File: src/rtl/intxn_ctrl_multi.sv
// intxn_ctrl_multi: intersection controller serving NUM_APPROACH side-road
// request channels against one main road. Each raw request is synchronised,
// edge-detected and latched until the next side green serves it. All phase
// timing is counted in prescaled ticks of TICK_DIV clock cycles.
// Optional macro PED_PHASE_EN adds ped_req/walk and an all-red walk interval
// of WALK_T ticks inside AR_SIDE before the side road gets green.

module intxn_ctrl_multi #(
    parameter int NUM_APPROACH = 2,
    parameter int TICK_DIV     = 50000000,
    parameter int MIN_GREEN    = 10,
    parameter int SIDE_GREEN   = 6,
    parameter int YELLOW_T     = 3,
    parameter int ALLRED_T     = 1
`ifdef PED_PHASE_EN
    , parameter int WALK_T     = 5
`endif
) (
    input  logic                    clock,
    input  logic                    reset,
    input  logic [NUM_APPROACH-1:0] car_req,
`ifdef PED_PHASE_EN
    input  logic                    ped_req,
    output logic                    walk,
`endif
    output logic [2:0]              main_lights,
    output logic [2:0]              side_lights,
    output logic [NUM_APPROACH-1:0] req_pending,
    output logic [2:0]              phase
);

    typedef enum logic [2:0] {
        AR_MAIN = 3'd0,
        MAIN_G  = 3'd1,
        MAIN_Y  = 3'd2,
        AR_SIDE = 3'd3,
        SIDE_G  = 3'd4,
        SIDE_Y  = 3'd5
    } state_t;

    localparam int MAX_A = (MIN_GREEN > SIDE_GREEN) ? MIN_GREEN : SIDE_GREEN;
    localparam int MAX_B = (YELLOW_T > ALLRED_T) ? YELLOW_T : ALLRED_T;
    localparam int MAX_C = (MAX_A > MAX_B) ? MAX_A : MAX_B;
`ifdef PED_PHASE_EN
    localparam int MAX_D = (MAX_C > WALK_T) ? MAX_C : WALK_T;
`else
    localparam int MAX_D = MAX_C;
`endif
    localparam int TICK_W = $clog2(TICK_DIV + 1);
    localparam int DUR_W  = $clog2(MAX_D + 1);

    // Reject zero or negative timing/channel parameters at elaboration.
    if (NUM_APPROACH < 1 || TICK_DIV < 1 || MIN_GREEN < 1 || SIDE_GREEN < 1 ||
        YELLOW_T < 1 || ALLRED_T < 1) begin : gBadParam
        $error("intxn_ctrl_multi: all parameters must be >= 1");
    end
`ifdef PED_PHASE_EN
    if (WALK_T < 1) begin : gBadWalk
        $error("intxn_ctrl_multi: WALK_T must be >= 1");
    end
`endif

    state_t                  state_q, state_d;
    logic [TICK_W-1:0]       tickCnt_q;
    logic [DUR_W-1:0]        durCnt_q;
    logic [DUR_W-1:0]        durLimit;
    logic [2:0]              mainLights_q, sideLights_q;
    logic [NUM_APPROACH-1:0] reqSync1_q, reqSync2_q, reqPrev_q, reqPending_q;
    logic [NUM_APPROACH-1:0] reqEdge;
    logic                    tickDone, durDone, saturated, restart, anyReq;
    logic                    enterSideG;
`ifdef PED_PHASE_EN
    logic                    pedSync1_q, pedSync2_q, pedPrev_q, pedPending_q;
    logic                    pedEdge, walk_q, walk_d;
`endif

    function automatic logic [2:0] mainOf(input state_t s);
        case (s)
            MAIN_G:  mainOf = 3'b001;
            MAIN_Y:  mainOf = 3'b010;
            default: mainOf = 3'b100;
        endcase
    endfunction

    function automatic logic [2:0] sideOf(input state_t s);
        case (s)
            SIDE_G:  sideOf = 3'b001;
            SIDE_Y:  sideOf = 3'b010;
            default: sideOf = 3'b100;
        endcase
    endfunction

    // Two-flop synchroniser plus a delayed copy for rising-edge detection.
    always_ff @(posedge clock or posedge reset) begin
        if (reset) begin
            reqSync1_q <= '0;
            reqSync2_q <= '0;
            reqPrev_q  <= '0;
        end else begin
            reqSync1_q <= car_req;
            reqSync2_q <= reqSync1_q;
            reqPrev_q  <= reqSync2_q;
        end
    end

    assign reqEdge = reqSync2_q & ~reqPrev_q;

`ifdef PED_PHASE_EN
    // Pedestrian button gets the same synchronise-and-edge treatment.
    always_ff @(posedge clock or posedge reset) begin
        if (reset) begin
            pedSync1_q <= 1'b0;
            pedSync2_q <= 1'b0;
            pedPrev_q  <= 1'b0;
        end else begin
            pedSync1_q <= ped_req;
            pedSync2_q <= pedSync1_q;
            pedPrev_q  <= pedSync2_q;
        end
    end

    assign pedEdge = pedSync2_q & ~pedPrev_q;
    assign anyReq  = (|reqPending_q) | pedPending_q;
`else
    assign anyReq  = |reqPending_q;
`endif

    // Tick and duration bookkeeping for the current phase.
    always_comb begin
        durLimit = DUR_W'(1);
        case (state_q)
            AR_MAIN: durLimit = DUR_W'(ALLRED_T);
            MAIN_G:  durLimit = DUR_W'(MIN_GREEN);
            MAIN_Y:  durLimit = DUR_W'(YELLOW_T);
`ifdef PED_PHASE_EN
            AR_SIDE: durLimit = walk_q ? DUR_W'(WALK_T) : DUR_W'(ALLRED_T);
`else
            AR_SIDE: durLimit = DUR_W'(ALLRED_T);
`endif
            SIDE_G:  durLimit = DUR_W'(SIDE_GREEN);
            SIDE_Y:  durLimit = DUR_W'(YELLOW_T);
            default: durLimit = DUR_W'(1);
        endcase
    end

    assign tickDone  = (tickCnt_q == TICK_W'(TICK_DIV - 1));
    assign durDone   = tickDone && (durCnt_q == durLimit - DUR_W'(1));
    assign saturated = (durCnt_q == durLimit);

    // Next-phase decision; restart marks every phase entry so timing begins at zero.
    always_comb begin
        state_d = state_q;
        restart = 1'b0;
`ifdef PED_PHASE_EN
        walk_d  = walk_q;
`endif
        case (state_q)
            AR_MAIN: if (durDone) begin
                state_d = MAIN_G;
                restart = 1'b1;
            end
            MAIN_G: if ((saturated || durDone) && anyReq) begin
                state_d = MAIN_Y;
                restart = 1'b1;
            end
            MAIN_Y: if (durDone) begin
                state_d = AR_SIDE;
                restart = 1'b1;
            end
            AR_SIDE: if (durDone) begin
                restart = 1'b1;
`ifdef PED_PHASE_EN
                if (!walk_q && pedPending_q) begin
                    walk_d = 1'b1;
                end else begin
                    walk_d  = 1'b0;
                    state_d = SIDE_G;
                end
`else
                state_d = SIDE_G;
`endif
            end
            SIDE_G: if (durDone) begin
                state_d = SIDE_Y;
                restart = 1'b1;
            end
            SIDE_Y: if (durDone) begin
                state_d = AR_MAIN;
                restart = 1'b1;
            end
            default: begin
                state_d = AR_MAIN;
                restart = 1'b1;
            end
        endcase
    end

    // Phase register, counters and registered lights (lights follow the next phase).
    always_ff @(posedge clock or posedge reset) begin
        if (reset) begin
            state_q      <= AR_MAIN;
            tickCnt_q    <= '0;
            durCnt_q     <= '0;
            mainLights_q <= 3'b100;
            sideLights_q <= 3'b100;
        end else begin
            state_q      <= state_d;
            mainLights_q <= mainOf(state_d);
            sideLights_q <= sideOf(state_d);
            if (restart) begin
                tickCnt_q <= '0;
                durCnt_q  <= '0;
            end else if (saturated) begin
                tickCnt_q <= '0;
            end else if (tickDone) begin
                tickCnt_q <= '0;
                durCnt_q  <= durCnt_q + DUR_W'(1);
            end else begin
                tickCnt_q <= tickCnt_q + TICK_W'(1);
            end
        end
    end

    assign enterSideG = (state_d == SIDE_G) && (state_q != SIDE_G);

    // Latch request edges; side-green entry clears them and edges during side green are dropped.
    always_ff @(posedge clock or posedge reset) begin
        if (reset) begin
            reqPending_q <= '0;
        end else if (enterSideG) begin
            reqPending_q <= '0;
        end else if (state_q != SIDE_G) begin
            reqPending_q <= reqPending_q | reqEdge;
        end
    end

`ifdef PED_PHASE_EN
    // Pedestrian request latch and walk indicator; the latch clears when walk starts.
    always_ff @(posedge clock or posedge reset) begin
        if (reset) begin
            pedPending_q <= 1'b0;
            walk_q       <= 1'b0;
        end else begin
            walk_q <= walk_d;
            if (walk_d && !walk_q) begin
                pedPending_q <= 1'b0;
            end else begin
                pedPending_q <= pedPending_q | pedEdge;
            end
        end
    end

    assign walk = walk_q;
`endif

    assign main_lights = mainLights_q;
    assign side_lights = sideLights_q;
    assign req_pending = reqPending_q;
    assign phase       = state_q;

endmodule

File: config.mk
export PLATFORM = sky130hd
export DESIGN_NAME = intxn_ctrl_multi
export DESIGN_NICKNAME = d
export VERILOG_FILES = /design/src/rtl/intxn_ctrl_multi.sv
export SDC_FILE = /design/constraint.sdc
export NUM_CORES = 1
export LEC_CHECK = 0
export BUFFER_PORTS_ARGS = -buffer_cell sky130_fd_sc_hd__clkbuf_2
export CORE_MARGIN = 3
export CORE_UTILIZATION = 50
export DETAILED_ROUTE_END_ITERATION = 6
export PLACE_DENSITY = 0.68
export REMOVE_ABC_BUFFERS = 1
export SKIP_CTS_REPAIR_TIMING = 1
export SYNTH_ARGS = -nofsm -noshare
export SYNTH_HDL_FRONTEND = slang
export SYNTH_SLANG_ARGS = --single-unit
export TNS_END_PERCENT = 5
File: constraint.sdc
create_clock -name clock -period 3.1 [get_ports clock]
set_clock_uncertainty 0.1 [all_clocks]
set_input_delay 0.62 -clock clock [delete_from_list [all_inputs] [get_ports clock]]
set_output_delay 0.62 -clock clock [all_outputs]
set_load 0.1 [all_outputs]
# Word-level counts from Yosys, hierarchy flattened
# Cells that the tools add are included.
[totals]
out_inout_bits = 11
wordCells = 61
input_bits = 4
reg_bits = 47
[op_classes]
n_reduce_logical = 11
addsub = 3
n_eq_ne = 14
bitwise = 3
muxes = 21
[op_table]
columns = ["op", "count"]
rows = [
  ["$mux W26", 3],
  ["$add A26 B1 Y26 const B", 1],
  ["$eq A26 B26 Y1 const B", 1],
  ["$mux W3", 6],
  ["$pmux W3 S6", 1],
  ["$eq A3 B3 Y1 const B", 4],
  ["$mux W4", 3],
  ["$pmux W3 S2", 2],
  ["$pmux W4 S3", 1],
  ["$eq A3 B2 Y1 const B", 3],
  ["$eq A4 B4 Y1", 2],
  ["$eq A3 B1 Y1 const B", 2],
  ["$reduce_or A5 Y1", 1],
  ["$add A4 B1 Y4 const B", 1],
  ["$mux W2", 2],
  ["$reduce_bool A2 Y1", 2],
  ["$reduce_or A2 Y1", 2],
  ["$sub A4 B1 Y4 const B", 1],
  ["$logic_and A1 B1 Y1", 3],
  ["$logic_not A3 Y1", 1],
  ["$ne A3 B3 Y1 const B", 1],
  ["$and A2 B2 Y2", 1],
  ["$mux W1", 2],
  ["$ne A2 B1 Y1 const B", 1],
  ["5 further kinds", 5],
]

# Depth between registers and ports, before layout
# Gate-level depths: netlist of the first run.
[depth]
ltp_word = 13
depth_mapped = 9
ltp_nobuf = 7

# Worst setup path after synthesis of the first run
# No wires, ideal clock.
[synth_timing]
path_type = "flip-flop to flip-flop"
start = "reg state_q[2], in the netlist phase[2]"
end = "reg mainLights_q[0], in the netlist main_lights[0]"
stages_incl_launch_ff = 8
period_less_slack_ns = 2.793
required_time_ns = 2.893
slack_ns = 0.307
arrival_ns = 2.586
setup_ns = 0.107
n_path_buf = 1
path_cell_list = "dfrtp_1 buf_2 xnor2_2 nor3b_1 o31a_1 o211a_4 or2_4 a2111oi_4"
[synth_via]
elab_chain_len = 12
word_cells_on_any_way = 24
cone_classes = "1 x add/sub; 9 x eq/ne; 9 x mux; 5 x reduce/logical"
[synth_lines]
columns = ["element", "line_no", "rtl"]
rows = [
  ["start, declared", "63", "state_t state_q, state_d;"],
  ["start signal, assigned", "207", "state_q <= state_d;"],
  ["$eq A3 B3 Y1 / $eq A3 B2 Y1 (equally long branches)", "131, 157", ""],
  ["$reduce_or A2 Y1 (no line)", "n/a", ""],
  ["$pmux W4 S3", "131", "case (state_q)"],
  ["$sub A4 B1 Y4", "147", "assign durDone = tickDone && (durCnt_q == durLimit - DUR_W'(1));"],
  ["$eq A4 B4 Y1", "147", ""],
  ["$logic_and A1 B1 Y1", "147", ""],
  ["$logic_or A1 B1 Y1", "162", "MAIN_G: if ((saturated || durDone) && anyReq) begin"],
  ["$logic_and A1 B1 Y1", "162", ""],
  ["$mux W3", "162", ""],
  ["$pmux W3 S6 *", "157", "case (state_q)"],
  ["$eq A3 B2 Y1 / $eq A3 B1 Y1 (equally long branches)", "78", "case (s)"],
  ["$pmux W3 S2 *", "78", ""],
  ["end signal, assigned", "208", "mainLights_q <= mainOf(state_d);"],
  ["end, declared", "67", "logic [2:0] mainLights_q, sideLights_q;"],
]
# Every way passes the cells marked *; elsewhere a longest branch is shown, timed or not.
# A chain may end at the register's enable or synchronous reset.

# Final worst setup path of the first run
# Same ends and word-level chain as after synthesis.

==> results_dict.tcl, run 1 <==
set metrics [dict create \
    status "completed" \
    grt_pass1_vias 1535 \
    synth_cell_type_count 52 \
    critical_path.slowest_cell "dfrtp_1" \
    yosysMostFrequentCell "dfrtp_1" \
    max_stage_delay_ps 790 \
    clk_latency_ps 300 \
    synth_top_family_by_area "simple AND/OR/NAND/NOR gates" \
    grt_max_degree 48 \
    syn_area_um2 2360 \
    period_share 0.822 \
    ant_nets 0 \
    crit_chain "xnor2_2 > nor2_1 > o32ai_1 > o211a_4 > nor2_1 > a2111oi_4" \
    slew_violations 0 \
    worstPathMaxFanout 18 \
    drtPass1Iterations 4 \
    total_power_w 0.00101 \
    cts_buffers 5 \
    synth_xor_area_frac 0.111 \
    fmax_mhz 393 \
    hold_viol 0 \
    clock_path_buffers 2 \
    routed_wl_um 3930 \
    fin_tns_setup_ps 0 \
    synth_warnings 0 \
    final_nets 250 \
    hpwl_um 2650 \
    route.detailed.drc 0 \
    drtIter0Drc 69 \
    grt_pass1_wl_um 6840 \
    crit_family "compound AO/OA/AOI/OAI gates" \
    cts.sinks 47 \
    ios 15 \
    viasPerCell 5.56 \
    ys_top_cells_by_area "dfrtp_1 (48%), xor2_1 (7.4%), nor2_1 (6.4%)" \
    cts_tree "done" \
    synthMuxAreaShare 0.0127 \
    die_x_um 74.7 \
    routedWlPerCell_um 13.2 \
    ys_top_cells_by_count "dfrtp_1 (45), nor2_1 (40), xor2_1 (20)" \
    port_buffers 14 \
    antenna_found_initial 0 \
    worst-setup-path-type "reg -> reg" \
    crit_path_frequent_cell "nor2_1" \
    overflow 0 \
    diodes 0 \
    netlist.area_leader.share 0.477 \
    peakVddDrop_mv 0.367 \
    async_flop_share 1.00 \
    worst_pin_slew_ps 930 \
    syn_inst 232 \
    fin_cells 297 \
    powerDensity_nw_per_um2 396 \
    worst_setup_path_start_kind "flip-flop" \
    synth_top_area_cell "dfrtp_1" \
    cts.clk_slew.worst_paths_ps 90 \
    slew_headroom 0.379 \
    cp_num_buf_inv 0 \
    fp.dieH_um 74.7 \
    hp-class "reg -> reg" \
    drive_gt1_frac 0.135 \
    num_rows 24 \
    syn2layout_area_growth_pct 7.53 \
    final-setup-viol-count 0 \
    drv_cap 0 \
    end_kind "flip-flop" \
    grt_use_total 0.161 \
    clock-root-buffer "clkbuf_8" \
    synth_seq_cells 47 \
    vias 1651 \
    synthFlopType "dfrtp_1" \
    core_um2 4440 \
    die_area_um2 5580 \
    synth_edf_count 0 \
    synth_simple_gate_area_share 0.235 \
    p_leak_nw 1.15 \
    hold_slack_ps 246 \
    htree_levels 2 \
    synth_compound_area_frac 0.0970 \
    fin_crit_ps 2550 \
    arrival_ps 2640 \
    rsz0062_at_grt "no" \
    start_util 0.531 \
    dp_cells 289 \
    syn_avg_cell_area_um2 10.2 \
    ys_seq_area_frac 0.499 \
    place_congestion 0.753 \
    synthAdderAreaFrac 0.0106 \
    crit_required_ps 3200 \
]
-- worst register-to-register path, delay by kind of cell (launching register included) --
kind / cells / cell delay (ps)
xor+xnor: 1 / 190
simple gates: 2 / 180
compound gates: 3 / 1180
flops: 1 / 790
-- stage by stage --
step | util | worst slack [ps] | instance area, um2
finish | 0.571 | 553 | 2540
global route | 0.571 | 396 | 2540
CTS | 0.571 | 561 | 2540
detailed placement | 0.550 | 607 | 2440
global placement | 0.550 | 681 | 2440
floorplan | - | 178 | 2300
-- worst paths after layout --
kind                       slack (ps)        endpoint           from  depth (start not counted)
max                               550  main_lights[0]       phase[2]                          6
min                               250   reqSync2_q[0]  reqSync1_q[0]                          0
max reg2reg                       550  main_lights[0]       phase[2]                          6
min reg2reg                       250   reqSync2_q[0]  reqSync1_q[0]                          0
max in group asynchronous        1920   tickCnt_q[12]          reset                          2
min in group asynchronous         400   reqSync1_q[1]          reset                          2
-- flip-flops by register name (all words and copies together) (netlist names) --
name / flops
durCnt_q: 4
main_lights: 3
phase: 3
reqPrev_q: 2
reqSync1_q: 2
reqSync2_q: 2
req_pending: 2
side_lights: 3
tickCnt_q: 26
-- routing by layer --
layer,global-route usage,share of wire,vias up
li1,-,-,830
met1,0.215,0.49,789
met2,0.254,0.46,28
met3,0.0481,0.031,4
met4,0.0474,0.010,0
met5,0,0,-
-- area by class of cell --
cell class | count | area, um2
Clock buffer | 5 | 68.8
Clock inverter | 3 | 23.8
Fill cell | 389 | 1910
Inverter | 6 | 22.5
Multi-Input combinational cell | 169 | 1100
Sequential cell | 47 | 1180
Tap cell | 52 | 65.1
Timing Repair Buffer | 15 | 77.6
-- cells in the final DEF (no fill, tap or decap), types with 2 or more instances in the layout --
cell and n:
nor4_1 3, nand4_1 8, clkbuf_8 5, a22o_1 2, and4_1 3, inv_1 5, a21oi_1 3, nand2_1 12
dfrtp_1 45, nor3b_1 2, xor2_1 20, nor2_1 40, nand2b_1 2, nor3_1 5, and2_1 5, mux2i_1 3
xnor2_1 8, a31oi_1 5, ha_1 2, clkinvlp_4 2, nand3_1 10, dfstp_2 2, clkbuf_2 14, o21ai_1 2
and3_1 7, nor4bb_1 3
-- logic make-up after synthesis --
kind of cell,Yosys count
buf+inv,16
mux,3
flops,47
fa+ha+maj,2
simple gates,108
compound gates,27
xor+xnor,29
-- report_power, final --
part           switching, W   total, W  internal, W
Combinational     0.0000117  0.0000133   0.00000165
Clock              0.000212   0.000374     0.000161
Sequential       0.00000139   0.000618     0.000617
Total              0.000226    0.00101     0.000780
Power figures use the tool's default switching activity.
==> run 2: changes to the inputs <==
--- a/config.mk
+++ b/config.mk
@@ -5,11 +5,12 @@
 export SDC_FILE = /design/constraint.sdc
 export NUM_CORES = 1
 export LEC_CHECK = 0
+export ABC_AREA = 1
 export BUFFER_PORTS_ARGS = -buffer_cell sky130_fd_sc_hd__clkbuf_2
 export CORE_MARGIN = 3
 export CORE_UTILIZATION = 50
 export DETAILED_ROUTE_END_ITERATION = 6
-export PLACE_DENSITY = 0.68
+export PLACE_DENSITY = 0.7
 export REMOVE_ABC_BUFFERS = 1
 export SKIP_CTS_REPAIR_TIMING = 1
 export SYNTH_ARGS = -nofsm -noshare
==> constraint.sdc (replaced) <==
create_clock -name clock -period 2.1 [get_ports clock]
set_clock_uncertainty 0.1 [all_clocks]
set_input_delay 0.42 -clock clock [delete_from_list [all_inputs] [get_ports clock]]
set_output_delay 0.42 -clock clock [all_outputs]
set_load 0.1 [all_outputs]
==> run 2 against run 1 <==
The flow now finishes with violations (hold timing). Sequential share of layout area fell by 13 points. Final area increased by 38%. Core utilization increased by 8.8 points. Critical path type unchanged. Critical endpoint is now tickCnt_q[23]. Highest routed layer unchanged.
==> results_dict.tcl, run 2 <==
set metrics [dict create \
    stdcell_area_um2 3490 \
    route.detailed.drc 0 \
    r2r-end "tickCnt_q[23]" \
    ys_seq_area_frac 0.416 \
    setup_ws_ps 12.0 \
    hold_viol 18 \
    end_kind "flip-flop" \
    vias 2858 \
    hpwl_um 5220 \
    fin_crit_ps 2090 \
    worstRegToRegCells 12 \
    hold_slack_ps -14.2 \
    worst_pin_slew_ps 541 \
    dpl_worst_slack_ps -0.496 \
    arrival_ps 2180 \
    status "finished with violations" \
    ant_nets 0 \
    final-setup-viol-count 0 \
    crit_path_frequent_cell "nand2_4" \
    reg2reg_slack_ps 10 \
    most-common-layout-cells "nand2_1 (84), nor2_1 (59), nand3_1 (44)" \
    die_x_um 81.3 \
    viasPerCell 5.66 \
    grt_use_total 0.235 \
    clk_latency_ps 300 \
    layout_top_registers "tickCnt_q x26, durCnt_q x4" \
    ys_top_cells_by_count "nand2_1 (92), nor2_1 (65), nand3_1 (48)" \
    endpoint "tickCnt_q[23]" \
    ios 15 \
    slew_headroom 0.641 \
    synth_warnings 0 \
    r2r_start "phase[2]" \
    place_congestion 0.885 \
    largest_register_ffs 26 \
    cts_buffers 5 \
    grt_pass1_vias 2558 \
    largest-register "tickCnt_q" \
    crit_chain "clkinv_4 > nand2_4 > nand3_4 > nand2_1 > nand2_1 > nor2_2 > nand3_4 > nand2_4 > nand2_4 > o211ai_4 > clkbuf_16 > nor2_1" \
    antenna_found_initial 0 \
    postPlaceCellArea_um2 3070 \
    worst_setup_path_start_kind "flip-flop" \
    p_leak_nw 1.71 \
    synth_seq_cells 47 \
    powerDensity_nw_per_um2 495 \
    port_buffers 14 \
    clock-root-buffer "clkbuf_8" \
    synth_edf_count 0 \
    num_rows 26 \
    fin_tns_setup_ps 0 \
    final_nets 440 \
    fillers 447 \
    grt_pass1_wl_um 12000 \
    hp-class "in -> async" \
    syn2layout_area_growth_pct 23.3 \
    core_um2 5300 \
    synth_top_area_cell "dfrtp_1" \
    synthFlopType "dfrtp_1" \
    peakVddDrop_mv 0.352 \
    total_power_w 0.00173 \
    cts_tree "done" \
    die_area_um2 6610 \
    crit_start "phase[2]" \
    cts.clk_slew.worst_paths_ps 100 \
    syn_inst 390 \
    start_util 0.534 \
    drtIter0Drc 281 \
    async_flop_share 1.00 \
    clock_path_buffers 2 \
    critical_path.slowest_cell "dfrtp_2" \
    drtPass1Iterations 6 \
    synth_cell_type_count 34 \
    diodes 0 \
    slew_violations 0 \
    dp_cells 484 \
    fin_cells 505 \
    htree_levels 2 \
    worstPathMaxFanout 8 \
    syn_avg_cell_area_um2 7.27 \
    fp.dieH_um 81.3 \
    drv_cap 0 \
    netlist.area_leader.share 0.397 \
    drive_gt1_frac 0.232 \
    crit_required_ps 2190 \
    yosysMostFrequentCell "nand2_1" \
    syn_area_um2 2830 \
    grt_max_degree 31 \
    max_stage_delay_ps 490 \
    worst-setup-path-type "reg -> reg" \
    routed_wl_um 7750 \
    routedWlPerCell_um 15.3 \
    layout_commonest_cell "nand2_1" \
    overflow 0 \
    violations "hold timing" \
    period_share 0.994 \
    fmax_mhz 479 \
    ys_top_cells_by_area "dfrtp_1 (40%), nand2_1 (12%), nor2_1 (8.6%)" \
    cts.sinks 47 \
]
[run 2: cell count changes after synthesis, moves of 5 or more]
cell and change:
a31oi_1 -5, and2_1 -5, and3_1 -7, inv_1 +37, nand2_1 +80, nand3_1 +38
nand4_1 +12, nor2_1 +25, nor3_1 +10, o21ai_0 +6, xnor2_1 -6, xor2_1 -15
[run 2: power by group]
part | internal, W | leakage [nW] | switching, W | total (W)
clock network | 0.000475 | 0.0644 | 0.000317 | 0.000792
registers | 0.000910 | 0.606 | 0.00000173 | 0.000912
logic | 0.00000556 | 1.04 | 0.0000193 | 0.0000249
total | 0.00139 | 1.71 | 0.000338 | 0.00173
[run 2: routing by layer]
| metal | GRT usage | wire [um] |
|---|---|---|
| met1 | 0.350 | 3450 |
| met2 | 0.354 | 3550 |
| met3 | 0.0399 | 628 |
| met4 | 0.0524 | 119 |
| met5 | 0 | 0 |
[run 2: area by class of cell]
type | count | area (um2) | area share
Inverter | 47 | 193 | 0.0552
Sequential cell | 47 | 1180 | 0.338
Tap cell | 70 | 87.6 | 0.0251
Clock inverter | 3 | 67.6 | 0.0193
Multi-Input combinational cell | 287 | 1530 | 0.437
Timing Repair Buffer | 46 | 368 | 0.105
Clock buffer | 5 | 68.8 | 0.0197
[run 2: worst min path at each step]
stage	slack (ps)	depth (start not counted)	endpoint
floorplan	230	0	reqSync2_q[0]
global placement	230	0	reqSync2_q[0]
detailed placement	240	0	reqSync2_q[0]
CTS	-4	2	durCnt_q[1]
global route	30	2	durCnt_q[2]
finish	-10	2	tickCnt_q[20]
[run 2: cell families (layout without fill, tap and decap cells)]
group,after synthesis,in the layout,synth area share
XOR/XNOR,7,7,0.0216
flip-flops,47,47,0.416
AND/OR/NAND/NOR,260,260,0.421
buffers and inverters,56,101,0.0901
AO/OA/AOI/OAI,18,18,0.0428
adder cells (fa/ha/maj),2,2,0.00883
[run 2: critical path: cells and delay by family, from the launching register on]
family | cells | cell delay [ps]
buf+inv | 2 | 360
simple gates | 9 | 870
flops | 1 | 490
compound gates | 1 | 150
[run 2: per-stage QoR]
stage,hold slack (ps),util
6_report,-14.2,0.659
5_1_grt,30.8,0.659
2_1_floorplan,231,-
4_1_cts,-3.97,0.605
3_5_place_dp,236,0.579
3_3_place_gp,232,0.579
==> run 3: changes to the inputs <==
--- a/config.mk
+++ b/config.mk
@@ -7,6 +7,7 @@
 export LEC_CHECK = 0
 export ABC_AREA = 1
 export BUFFER_PORTS_ARGS = -buffer_cell sky130_fd_sc_hd__clkbuf_2
+export CORE_ASPECT_RATIO = 1.25
 export CORE_MARGIN = 3
 export CORE_UTILIZATION = 50
 export DETAILED_ROUTE_END_ITERATION = 6
==> run 3 against run 2 <==
The run now ends clean. Largest power group unchanged. Clock power shrank 13%. Critical endpoint is now phase[0]. Via count shrank 4.9%. First-iteration DRC count shrank 44%. Combinational power shrank 9.2%. Non-clock buffer count shrank 2. Hold slack gained 130 ps. Setup slack gained 100 ps.
==> results_dict.tcl, run 3 (synthesized netlist as in run 2, its figures left out) <==
set metrics [dict create \
    status "completed" \
    syn2layout_area_growth_pct 17.1 \
    cts_tree "done" \
    routedWlPerCell_um 14.1 \
    layout_top_registers "tickCnt_q x26, durCnt_q x4" \
    overflow 0 \
    p_clk_frac 0.423 \
    cts.sinks 47 \
    drv_cap 0 \
    slew_headroom 0.613 \
    clk_latency_ps 300 \
    die_area_um2 6610 \
    largest-register "tickCnt_q" \
    core_um2 5440 \
    cp_num_buf_inv 3 \
    ant_nets 0 \
    hold_viol 0 \
    diodes 0 \
    num_rows 30 \
    cts.clk_slew.worst_paths_ps 90 \
    drtPass1Iterations 4 \
    hpwl_um 5280 \
    crit_chain "clkbuf_2 > buf_4 > clkbuf_2" \
    final_nets 438 \
    postPlaceCellArea_um2 3090 \
    setup_ws_ps 112 \
    drtIter0Drc 158 \
    fillers 496 \
    largest_register_ffs 26 \
    p_leak_nw 1.66 \
    rsz0062_at_grt "yes" \
    drive_gt1_frac 0.203 \
    worst-setup-path-type "reg -> out" \
    total_power_w 0.00162 \
    swShare 0.213 \
    clock_path_buffers 2 \
    combPwrFrac 0.014 \
    vias 2718 \
    final-setup-viol-count 0 \
    worst_pin_slew_ps 581 \
    most-common-layout-cells "nand2_1 (90), nor2_1 (61), nand3_1 (46)" \
    start_util 0.521 \
    crit_required_ps 1580 \
    ios 15 \
    arrival_ps 1470 \
    cts_buffers 5 \
    clock-root-buffer "clkbuf_8" \
    stdcell_area_um2 3320 \
    layout_commonest_cell "nand2_1" \
    slew_violations 0 \
    max_stage_delay_ps 450 \
    fin_crit_ps 1990 \
    grt_pass1_wl_um 12000 \
    route.detailed.drc 0 \
    p_int_w 0.00128 \
    place_congestion 0.982 \
    grt_use_total 0.229 \
    fmax_mhz 503 \
    hp-class "in -> reg" \
    grt_max_degree 48 \
    routed_wl_um 6990 \
    powerDensity_nw_per_um2 488 \
    worst_setup_path_start_kind "flip-flop" \
    hold_slack_ps 121 \
    crit_family "buffers and inverters" \
    end_kind "output port" \
    die_x_um 73.3 \
    critical_path.slowest_cell "dfrtp_2" \
    multi_input_area_um2 1450 \
    peakVddDrop_mv 0.279 \
    grt_pass1_vias 2620 \
    p_sw_w 0.000345 \
    power_frac_seq 0.563 \
    fp.dieH_um 90.2 \
    regArea_um2 1180 \
    htree_levels 2 \
    worstPathMaxFanout 6 \
    dpl_worst_slack_ps -52.9 \
    crit_path_frequent_cell "clkbuf_2" \
    viasPerCell 5.47 \
    port_buffers 14 \
    period_share 0.947 \
    antenna_found_initial 0 \
]
run 3: changes by cell type in the layout (fill, tap and decap cells not counted), moves of 2 or more:
cell	change
nand3_4	-3
nand3_1	+2
nand2_4	-4
clkbuf_2	+2
clkinvlp_4	-2
nand2_2	-2
nand2_1	+6
buf_6	-3
nor2_1	+2
run 3: path summary, 6_finish.rpt:
kind,from,cells after the start,slack [ps],endpoint
setup / recovery,phase[0],3,110,phase[0]
max in group asynchronous,reset,3,1330,phase[2]
hold reg to reg,reqSync1_q[1],0,270,reqSync2_q[1]
setup reg to reg,phase[0],10,140,main_lights[2]
min in group asynchronous,reset,3,130,tickCnt_q[24]
hold / removal,car_req[0],1,120,reqSync1_q[0]
run 3: cell type report:
cell class,count,share of cell area
flip-flops and latches,47,0.356
clock buffers,5,0.0207
multi-input cells,287,0.438
inverters,47,0.0547
well taps,64,0.0241
clock inverters,3,0.0143
repair buffers,44,0.0923
run 3: metal layers:
layer  global-route usage  wire length (um)  up-vias  share of wire
met5                    0                 0        -              0
met2                0.384              3510       79           0.50
li1                     -                 -     1346              -
met4                0.113               340        0          0.049
met3               0.0313               266       25          0.038
met1                0.280              2880     1268           0.41
run 3: stage by stage:
step,TNS [ps],instances,utilization
finish,0,497,0.610
global placement,-75.8,481,0.567
detailed placement,-130,481,0.567
global route,-119,497,0.610
floorplan,-28240,381,-
CTS,-191,489,0.588
run 3: power groups by stage:
stage / clock (W) / sequential (W) / combinational, W
3_5_place_dp: 0 / 0.000931 / 0.0000245
2_1_floorplan: 0 / 0.000929 / 0.0000149
5_1_grt: 0.000733 / 0.000913 / 0.0000268
3_3_place_gp: 0 / 0.000930 / 0.0000240
6_report: 0.000686 / 0.000913 / 0.0000226
4_1_cts: 0.000705 / 0.000913 / 0.0000245
